==> src/rtl/core_pkg.sv <==
// Shared definitions for the RV32I core pipeline control.
//   ST_*       : pipeline_ctrl state encoding
//   REG_ZERO   : architectural x0 register index
//   NOP_INSTR  : encoding the stage registers load when flushed or bubbled
package core_pkg;

    localparam int unsigned STATE_W    = 2;
    localparam int unsigned REG_IDX_W  = 5;
    localparam int unsigned WAIT_CNT_W = 16;
    localparam int unsigned INSTR_W    = 32;

    typedef logic [STATE_W-1:0] state_t;

    localparam state_t ST_RUN      = 2'd0;
    localparam state_t ST_MEM_WAIT = 2'd1;
    localparam state_t ST_FAULT    = 2'd2;

    localparam logic [REG_IDX_W-1:0] REG_ZERO = 5'd0;

    // addi x0, x0, 0
    localparam logic [INSTR_W-1:0] NOP_INSTR = 32'h0000_0013;

endpackage

==> src/rtl/sat_counter.sv <==
// Saturating up-counter: counts inc pulses and holds at all-ones.
//   clk, rst : clock and synchronous active-high reset
//   inc      : count this cycle
//   q        : current count
module sat_counter #(
    parameter int unsigned W = 32
) (
    input  logic         clk,
    input  logic         rst,
    input  logic         inc,
    output logic [W-1:0] q
);

    logic [W-1:0] q_q;
    logic [W-1:0] q_d;

    always_comb begin
        q_d = q_q;
        if (inc && (q_q != '1)) begin
            q_d = q_q + W'(1);
        end
    end

    always_ff @(posedge clk) begin
        if (rst) begin
            q_q <= '0;
        end else begin
            q_q <= q_d;
        end
    end

    assign q = q_q;

endmodule

==> src/rtl/pipeline_ctrl.sv <==
// Central pipeline sequencer for the 5-stage RV32I core.
// Combines the ID load-use check, the EX branch redirect and the MEM data
// memory handshake into per-stage enable/flush/bubble controls, with a
// timeout-to-fault wait FSM and saturating stall/flush counters.
//   Inputs : id_rs1, id_rs2, ex_rd, ex_mem_read, ex_branch_taken,
//            mem_req, dmem_ready
//   Outputs: dmem_valid, stage enables, if_id_flush, id_ex_flush,
//            mem_wb_bubble (all combinational), mem_fault, stall_cnt,
//            flush_cnt (registered)
module pipeline_ctrl
    import core_pkg::*;
#(
    parameter int unsigned WAIT_LIMIT = 255,
    parameter int unsigned CNT_W      = 32
) (
    input  logic                 clk,
    input  logic                 rst,
    input  logic [4:0]           id_rs1,
    input  logic [4:0]           id_rs2,
    input  logic [4:0]           ex_rd,
    input  logic                 ex_mem_read,
    input  logic                 ex_branch_taken,
    input  logic                 mem_req,
    input  logic                 dmem_ready,
    output logic                 dmem_valid,
    output logic                 pc_en,
    output logic                 if_id_en,
    output logic                 id_ex_en,
    output logic                 ex_mem_en,
    output logic                 mem_wb_en,
    output logic                 if_id_flush,
    output logic                 id_ex_flush,
    output logic                 mem_wb_bubble,
    output logic                 mem_fault,
    output logic [CNT_W-1:0]     stall_cnt,
    output logic [CNT_W-1:0]     flush_cnt
);

    localparam logic [WAIT_CNT_W-1:0] WAIT_LAST = 16'(WAIT_LIMIT - 1);

    state_t                  state_q, state_d;
    logic [WAIT_CNT_W-1:0]   wait_cnt_q, wait_cnt_d;
    logic                    mem_fault_q, mem_fault_d;

    logic active;
    logic load_use;
    logic mem_hold;
    logic stall_inc;
    logic flush_inc;

    assign active   = (state_q == ST_RUN) || (state_q == ST_MEM_WAIT);
    assign load_use = ex_mem_read && (ex_rd != REG_ZERO) &&
                      ((ex_rd == id_rs1) || (ex_rd == id_rs2));
    assign mem_hold = active && mem_req && !dmem_ready;

    // State, wait counter and sticky fault registers
    always_ff @(posedge clk) begin
        if (rst) begin
            state_q     <= ST_RUN;
            wait_cnt_q  <= '0;
            mem_fault_q <= 1'b0;
        end else begin
            state_q     <= state_d;
            wait_cnt_q  <= wait_cnt_d;
            mem_fault_q <= mem_fault_d;
        end
    end

    // Next-state and wait counter
    always_comb begin
        state_d     = state_q;
        wait_cnt_d  = wait_cnt_q;
        mem_fault_d = mem_fault_q;
        case (state_q)
            ST_RUN: begin
                wait_cnt_d = '0;
                if (mem_hold) begin
                    state_d = ST_MEM_WAIT;
                end
            end
            ST_MEM_WAIT: begin
                // mem_req dropping mid-wait is a protocol error: resume, no fault
                if (!mem_req || dmem_ready) begin
                    state_d    = ST_RUN;
                    wait_cnt_d = '0;
                end else if (wait_cnt_q == WAIT_LAST) begin
                    state_d     = ST_FAULT;
                    wait_cnt_d  = '0;
                    mem_fault_d = 1'b1;
                end else begin
                    wait_cnt_d = wait_cnt_q + 16'(1);
                end
            end
            ST_FAULT: begin
                state_d = ST_FAULT;
            end
            default: begin
                state_d    = ST_RUN;
                wait_cnt_d = '0;
            end
        endcase
    end

    // Stage controls; memory hold outranks branch, branch outranks load-use
    always_comb begin
        dmem_valid    = 1'b0;
        pc_en         = 1'b0;
        if_id_en      = 1'b0;
        id_ex_en      = 1'b0;
        ex_mem_en     = 1'b0;
        mem_wb_en     = 1'b0;
        if_id_flush   = 1'b0;
        id_ex_flush   = 1'b0;
        mem_wb_bubble = 1'b0;
        if (rst) begin
            if_id_flush   = 1'b1;
            id_ex_flush   = 1'b1;
            mem_wb_bubble = 1'b1;
        end else if (active) begin
            dmem_valid = mem_req;
            if (mem_hold) begin
                mem_wb_bubble = 1'b1;
            end else if (ex_branch_taken) begin
                pc_en       = 1'b1;
                if_id_en    = 1'b1;
                id_ex_en    = 1'b1;
                ex_mem_en   = 1'b1;
                mem_wb_en   = 1'b1;
                if_id_flush = 1'b1;
                id_ex_flush = 1'b1;
            end else if (load_use) begin
                id_ex_en    = 1'b1;
                ex_mem_en   = 1'b1;
                mem_wb_en   = 1'b1;
                id_ex_flush = 1'b1;
            end else begin
                pc_en     = 1'b1;
                if_id_en  = 1'b1;
                id_ex_en  = 1'b1;
                ex_mem_en = 1'b1;
                mem_wb_en = 1'b1;
            end
        end
    end

    assign stall_inc = active && !pc_en;
    assign flush_inc = if_id_flush;

    sat_counter #(.W(CNT_W)) u_stall_cnt (
        .clk (clk),
        .rst (rst),
        .inc (stall_inc),
        .q   (stall_cnt)
    );

    sat_counter #(.W(CNT_W)) u_flush_cnt (
        .clk (clk),
        .rst (rst),
        .inc (flush_inc),
        .q   (flush_cnt)
    );

    assign mem_fault = mem_fault_q;

endmodule

==> config.mk <==
export PLATFORM = sky130hd
export DESIGN_NAME = pipeline_ctrl
export DESIGN_NICKNAME = d
export VERILOG_FILES = /design/src/rtl/core_pkg.sv /design/src/rtl/sat_counter.sv /design/src/rtl/pipeline_ctrl.sv
export SDC_FILE = /design/constraint.sdc
export NUM_CORES = 1
export LEC_CHECK = 0
export ABC_CLOCK_PERIOD_IN_PS = 2400
export CORE_MARGIN = 2
export CORE_UTILIZATION = 46
export CTS_BUF_LIST = sky130_fd_sc_hd__clkbuf_4 sky130_fd_sc_hd__clkbuf_8 sky130_fd_sc_hd__clkbuf_16
export DETAILED_ROUTE_END_ITERATION = 8
export PLACE_DENSITY = 0.74
export SKIP_LAST_GASP = 1
export SYNTH_ARGS = -nofsm -noshare
export SYNTH_HDL_FRONTEND = slang
export SYNTH_SLANG_ARGS = --single-unit
==> constraint.sdc <==
create_clock -name clk -period 2.4 [get_ports clk]
set_clock_uncertainty 0.05 [all_clocks]
set_input_delay 0.72 -clock clk [delete_from_list [all_inputs] [get_ports clk]]
set_output_delay 0.72 -clock clk [all_outputs]
set_load 0.02 [all_outputs]
==> flow_summary_export.csv, run 1 <==
group,metric,value,unit
pwr,peakVddDrop,0.0003077,V
detailed_routing,drt-pass1-iter-count,5,
placed_design,gpl.final_weighted_congestion,0.8470,
synthesis,postSynthAreaPerCell,8.340,µm²
synthesis,synth-edff-count,0,
synthesis,ys_types,52,
layout,nNetsFinal,669,
synthesis,syn-num-nets,545,
clock_network,cts_max_level,3,
floorplanning,site_rows,35,
layout,instances_no_fill,760,
sta,fin_setup_tns,-1.647,ns
layout,antenna_cells_inserted,0,
floorplanning,die_y,101.1,µm
min_path,holdPathEnd,"mem_fault",
pwr,power.leakage,2.147,nW
synthesis,ys_dominant_reg_cell,"sky130_fd_sc_hd__dfxtp_1",
critical_path,rr_startpoint,"u_stall_cnt.q[3]",
sta,finalCritPeriodShare,111.0,%
status,run_status,"complete, but fails checks",
detailed_routing,detailroute.via_count,4450,
floorplanning,core_area,9196,µm²
sta,fmax,375.4,MHz
sta,final.setup.worst_slack,-0.2637,ns
floorplanning,die_area,10220,µm²
layout,fill_cells,769,
min_path,hp-start,"mem_fault",
critical_path,startpoint,"ex_rd[2]",
grt,pin_count_of_the_biggest_net_entering_global_routing,41,
synthesis,syn_area,4337,µm²
clock_network,cts_buffers,9,
sta,rsz0062_at_grt,"true",
critical_path,worst-r2r-cell-count,7,
clock_network,cts.sink_count,83,
sta,slew_violations,0,
clock_network,clock_tree_from_tritoncts,"done",
pwr,powerDensity,472.6,nW/µm²
synthesis,synth-seq-cells,83,
sta,worst-slew-pin-transition,0.4884,ns
placed_design,detailedPlacementHpwl,7719,µm
grt,gr_overflow_total,0,
min_path,min_path_type,"reg2reg",
detailed_routing,drt-initial-drc-count,171,
detailed_routing,route.detailed.drc,0,
sta,hold_ws,0.4052,ns
flow_run,max-cap-violations,0,
layout,final_core_util,67.20,%
detailed_routing,routed_wl,12010,µm
sta,final_hold_viol_count,0,
critical_path,rr_endpoint,"u_stall_cnt.q[15]",
synthesis,synthesis.yosys.warnings,0,
critical_path,rrSetupSlack,0.02,ns
critical_path,critical_path.slowest_cell,"sky130_fd_sc_hd__or4_4",
layout,layout-drive-gt1-share,20.34,%
min_path,hold_depth,2,
clock_network,clock_path_buffers,2,
sta,slew-limit-headroom,67.44,%
sta,timing.final.setup_violations,15,
critical_path,worstSetupStartpointType,"primary input",
critical_path,worst-endpoint-required,1.63,ns
critical_path,most_frequent_cell_on_the_critical_path,"sky130_fd_sc_hd__buf_6",
status,failed_checks,"negative setup slack",
critical_path,cp_max_fo,2,
placed_design,detailedPlace.worstSlack,-1.129,ns
synthesis,ys_async_sr_fraction,0,%
clock_network,clkSlewWorstSetupHoldPaths,0.09,ns
detailed_routing,via_per_inst,5.855,
grt,met2_usage,37.09,%
floorplanning,die_width,101.1,µm
layout,final-seq-area,1662,µm²
critical_path,timing_worst_setup_path_type,"in2out",
critical_path,cpPeakStageDelay,0.55,ns
grt,grtUsageMet3,4.577,%
grt,globalRouteMet1Util,27.26,%
clock_network,cts_root_buf,"sky130_fd_sc_hd__clkbuf_8",
layout,multi_input_comb_area,2735,µm²
sta,layout_min_cycle_time,2.664,ns
floorplanning,initial_utilization,47.16,%
detailed_routing,drt-wirelength-per-cell,15.80,µm
layout,area.growth.synth_to_final,42.50,%
critical_path,critPathArrivalTime,1.89,ns
synthesis,synth_seq_area_share,38.32,%
grt,grt_pass1_wl,18290,µm
grt,antenna_violations_before_repair,0,
floorplanning,pin_count,95,
grt,first_global_vias,4064,
placed_design,place.detailed.instances,729,
placed_design,port_buffers,94,
grt,global_route.usage.total,21.74,%
grt,global_route.peak_usage_layer,"met2",
critical_path,cp-end-kind,"output port",
critical_path,worstPathCellList,"buf_6, or4_4, o21ai_4, nand2b_4, o21a_4, buf_6",
detailed_routing,ant_nets,0,
synthesis,synthCells,520,
clock_network,clk_latency,0.36,ns
[timing repair]
item                       CTS  global route
hold buffers                 0             0
setup endpoints to repair   41            38
cloned                       0             5
buffers inserted             3             8
gates resized for setup     87            48
pin swaps                   17            33
[per-layer routing]
layer | wire length, µm | part of all wire (%)
met3 | 774 | 6.4
met2 | 6041 | 50
met4 | 129 | 1.1
met1 | 5065 | 42
met5 | 0 | 0
[through the flow]
| stage | power (mW) | cell area, µm² |
|---|---|---|
| floorplan | 1.557 | 4344 |
| global placement | 1.679 | 5520 |
| detailed placement | 1.686 | 5520 |
| CTS | 2.863 | 5822 |
| global route | 3.014 | 6180 |
| finish | 2.921 | 6180 |
[power by group]
part           internal, mW  switching, mW
registers              1.39         0.0129
logic                 0.173          0.158
clock network         0.626          0.564
[synthesized netlist by cell type, drive strengths merged (9+ instances only)]
cell | count | area, µm²
nand3 | 29 | 150.1
o21ai | 19 | 95.09
or3 | 15 | 93.84
nor2 | 56 | 210.2
nand2 | 35 | 131.4
buf | 20 | 131.4
and4 | 11 | 101.4
nand4 | 30 | 187.7
dfxtp | 83 | 1662
clkbuf | 9 | 33.78
a21oi | 38 | 193.9
and3 | 15 | 93.84
or4 | 19 | 142.6
nor3 | 12 | 75.07
xnor2 | 25 | 219.0
o31ai | 17 | 127.6
xor2 | 22 | 192.7
[kinds of logic after synthesis]
kind of cell | Yosys count | synth area share [%]
simple gates | 255 | 32.69
xor+xnor | 47 | 9.492
buf+inv | 37 | 4.501
compound gates | 89 | 12.61
flops | 83 | 38.31
fa+ha+maj | 4 | 1.154
mux | 5 | 1.241
[registers in the layout (all words and copies together) (netlist names)]
| name | flops |
|---|---|
| u_stall_cnt.q | 32 |
| wait_cnt_q | 16 |
| u_flush_cnt.q | 32 |
| mem_fault | 1 |
| state_q | 2 |
[worst max-delay path, delay by kind of cell]
family                 cells  cell delay (ns)
AO/OA/AOI/OAI              2             0.27
buffers and inverters      2             0.20
AND/OR/NAND/NOR            2             0.69
[layout by cell type, fill, tap and decap left out, drive strengths merged, types with 12 or more instances in the layout]
master / count
dfxtp: 83
clkdlybuf4s50: 66
buf: 57
nor2: 56
a21oi: 38
nand2: 35
nand4: 30
nand3: 29
xnor2: 25
xor2: 22
o21ai: 19
or4: 19
o31ai: 17
clkbuf: 17
and3: 15
or3: 15
nor3: 12
[final cells by class]
| cell class | instances | area share (%) |
|---|---|---|
| Sequential cell | 83 | 26.89 |
| Timing Repair Buffer | 142 | 22.35 |
| Multi-Input combinational cell | 400 | 44.26 |
| Clock buffer | 10 | 2.227 |
| Inverter | 8 | 0.4859 |
| Tap cell | 111 | 2.247 |
| Clock inverter | 6 | 1.539 |
[worst max path at each step]
stage / end
after global routing: if_id_en
after floorplan: pc_en
after global placement: if_id_en
after CTS: if_id_en
final: if_id_en
after detailed placement: if_id_en
(Power assumes the default switching activity.)
==> run 2: changes to the inputs <==
CORE_MARGIN = default   (was 2)
CTS_CLUSTER_SIZE = 8   (was default)
==> run 2 against run 1 <==
  * The run still ends with negative setup slack left
  * Sequential cell count is the same
  * Final area grew 0.77%
  * Routed wire length grew 1.2%
  * Critical path depth grew 1
  * First-iteration DRC count grew 53%
==> flow_summary_export.csv, run 2 (synthesis results as in run 1) <==
group,metric,value,unit
status,run_status,"complete, but fails checks",
status,failed_checks,"negative setup slack",
layout,antenna_cells_inserted,0,
grt,antenna_violations_before_repair,0,
sta,fmax,375.2,MHz
sta,hold_ws,0.4077,ns
clock_network,cts_hold_repair.buffers,0,
grt,global_route.usage.total,23.68,%
grt,pin_count_of_the_biggest_net_entering_global_routing,45,
pwr,powerDensity,455.6,nW/µm²
critical_path,timing_worst_setup_path_type,"in2out",
pwr,fin_total_pwr,2.837,mW
detailed_routing,via_per_inst,5.972,
clock_network,clk_latency,0.34,ns
detailed_routing,route.detailed.drc,0,
floorplanning,die_width,99.10,µm
clock_network,cts.sink_count,83,
floorplanning,die_y,99.10,µm
floorplanning,initial_utilization,47.16,%
sta,timing.final.setup_violations,33,
floorplanning,die_area,9820,µm²
pwr,power.leakage,2.197,nW
clock_network,clock_tree_from_tritoncts,"done",
sta,rsz0062_at_grt,"true",
floorplanning,site_rows,35,
layout,final_core_util,67.71,%
clock_network,cts_buffers,9,
sta,slew-limit-headroom,63.85,%
min_path,hold_depth,2,
floorplanning,pin_count,95,
floorplanning,core_area,9196,µm²
layout,multi_input_comb_area,2741,µm²
sta,finalCritPeriodShare,111.1,%
detailed_routing,drt-initial-drc-count,262,
grt,grt_pass1_wl,19060,µm
layout,final-seq-area,1662,µm²
sta,layout_min_cycle_time,2.665,ns
critical_path,worstSetupStartpointType,"primary input",
layout,most_common_cell_after_layout_fill_and_taps_aside,"sky130_fd_sc_hd__dfxtp_1",
sta,worst-slew-pin-transition,0.5394,ns
clock_network,cts_max_level,3,
detailed_routing,routed_wl,12160,µm
clock_network,clkSlewWorstSetupHoldPaths,0.08,ns
flow_run,max-cap-violations,0,
critical_path,critPathArrivalTime,1.90,ns
critical_path,cp_max_fo,2,
placed_design,gpl.final_weighted_congestion,0.8432,
layout,area.growth.synth_to_final,43.59,%
placed_design,port_buffers,94,
detailed_routing,drt-pass1-iter-count,7,
grt,first_global_vias,4271,
detailed_routing,drt-wirelength-per-cell,16.01,µm
pwr,peakVddDrop,0.0002570,V
sta,final_hold_viol_count,0,
sta,final.setup.worst_slack,-0.2655,ns
critical_path,worst-endpoint-required,1.63,ns
min_path,min_path_type,"reg2reg",
critical_path,cp-end-kind,"output port",
sta,slew_violations,0,
layout,fill_cells,790,
grt,gr_overflow_total,0,
layout,nNetsFinal,670,
clock_network,clock_path_buffers,2,
detailed_routing,ant_nets,0,
clock_network,cts_root_buf,"sky130_fd_sc_hd__clkbuf_8",
critical_path,worst-r2r-cell-count,7,
layout,most_frequent_cells_in_the_layout,"sky130_fd_sc_hd__dfxtp_1, sky130_fd_sc_hd__clkdlybuf4s50_1, sky130_fd_sc_hd__nor2_1",
placed_design,detailedPlacementHpwl,7646,µm
detailed_routing,detailroute.via_count,4533,
layout,layout-drive-gt1-share,19.91,%
run 2: layout make-up:
class,instances,area share [%]
clock inverters,4,1.226
multi-input cells,400,44.02
flip-flops and latches,83,26.68
clock buffers,10,2.110
inverters,8,0.4822
repair buffers,143,23.25
well taps,111,2.230
run 2: per-stage QoR:
step	instances	cell area [µm²]	TNS [ns]	setup slack [ns]
after floorplan	520	4344	-0.2695	-0.2075
after global placement	735	5578	-29.08	-1.075
after detailed placement	735	5578	-31.71	-1.108
after CTS	759	6053	-7.677	-0.4293
after global routing	759	6227	-5.199	-0.3021
final	759	6227	-3.599	-0.2655
run 2: metal layers:
layer	global-route usage (%)	routed length, µm	up-vias
li1	-	-	2154
met1	28.62	5130	2172
met2	41.74	6089	180
met3	4.638	723	27
met4	8.937	211	0
met5	0	0	-
run 2: where the power goes:
group / switching, mW / internal [mW]
Clock: 0.498 / 0.591
Sequential: 0.0147 / 1.39
Combinational: 0.166 / 0.182
run 2: worst max-delay path: stages:
cell,delay (ns)
sky130_fd_sc_hd__dlygate4sd2_1,0.26
sky130_fd_sc_hd__xnor2_2,0.15
sky130_fd_sc_hd__nand3_2,0.11
sky130_fd_sc_hd__o22ai_4,0.23
sky130_fd_sc_hd__nand2b_4,0.07
sky130_fd_sc_hd__o21a_4,0.23
sky130_fd_sc_hd__buf_6,0.13
run 2: worst paths after layout:
kind | endpoint | slack (ns) | startpoint
setup / recovery | pc_en | -0.27 | id_rs2[2]
setup reg to reg | u_stall_cnt.q[10] | 0.10 | u_stall_cnt.q[3]
hold reg to reg | mem_fault | 0.41 | mem_fault
hold / removal | mem_fault | 0.41 | mem_fault
run 2: repair_timing:
item / in CTS / in global routing
pin swaps: 26 / 24
endpoints found under the setup margin: 41 / 39
setup buffers: 26 / 0
gates resized for setup: 73 / 57
gates cloned: 5 / 0
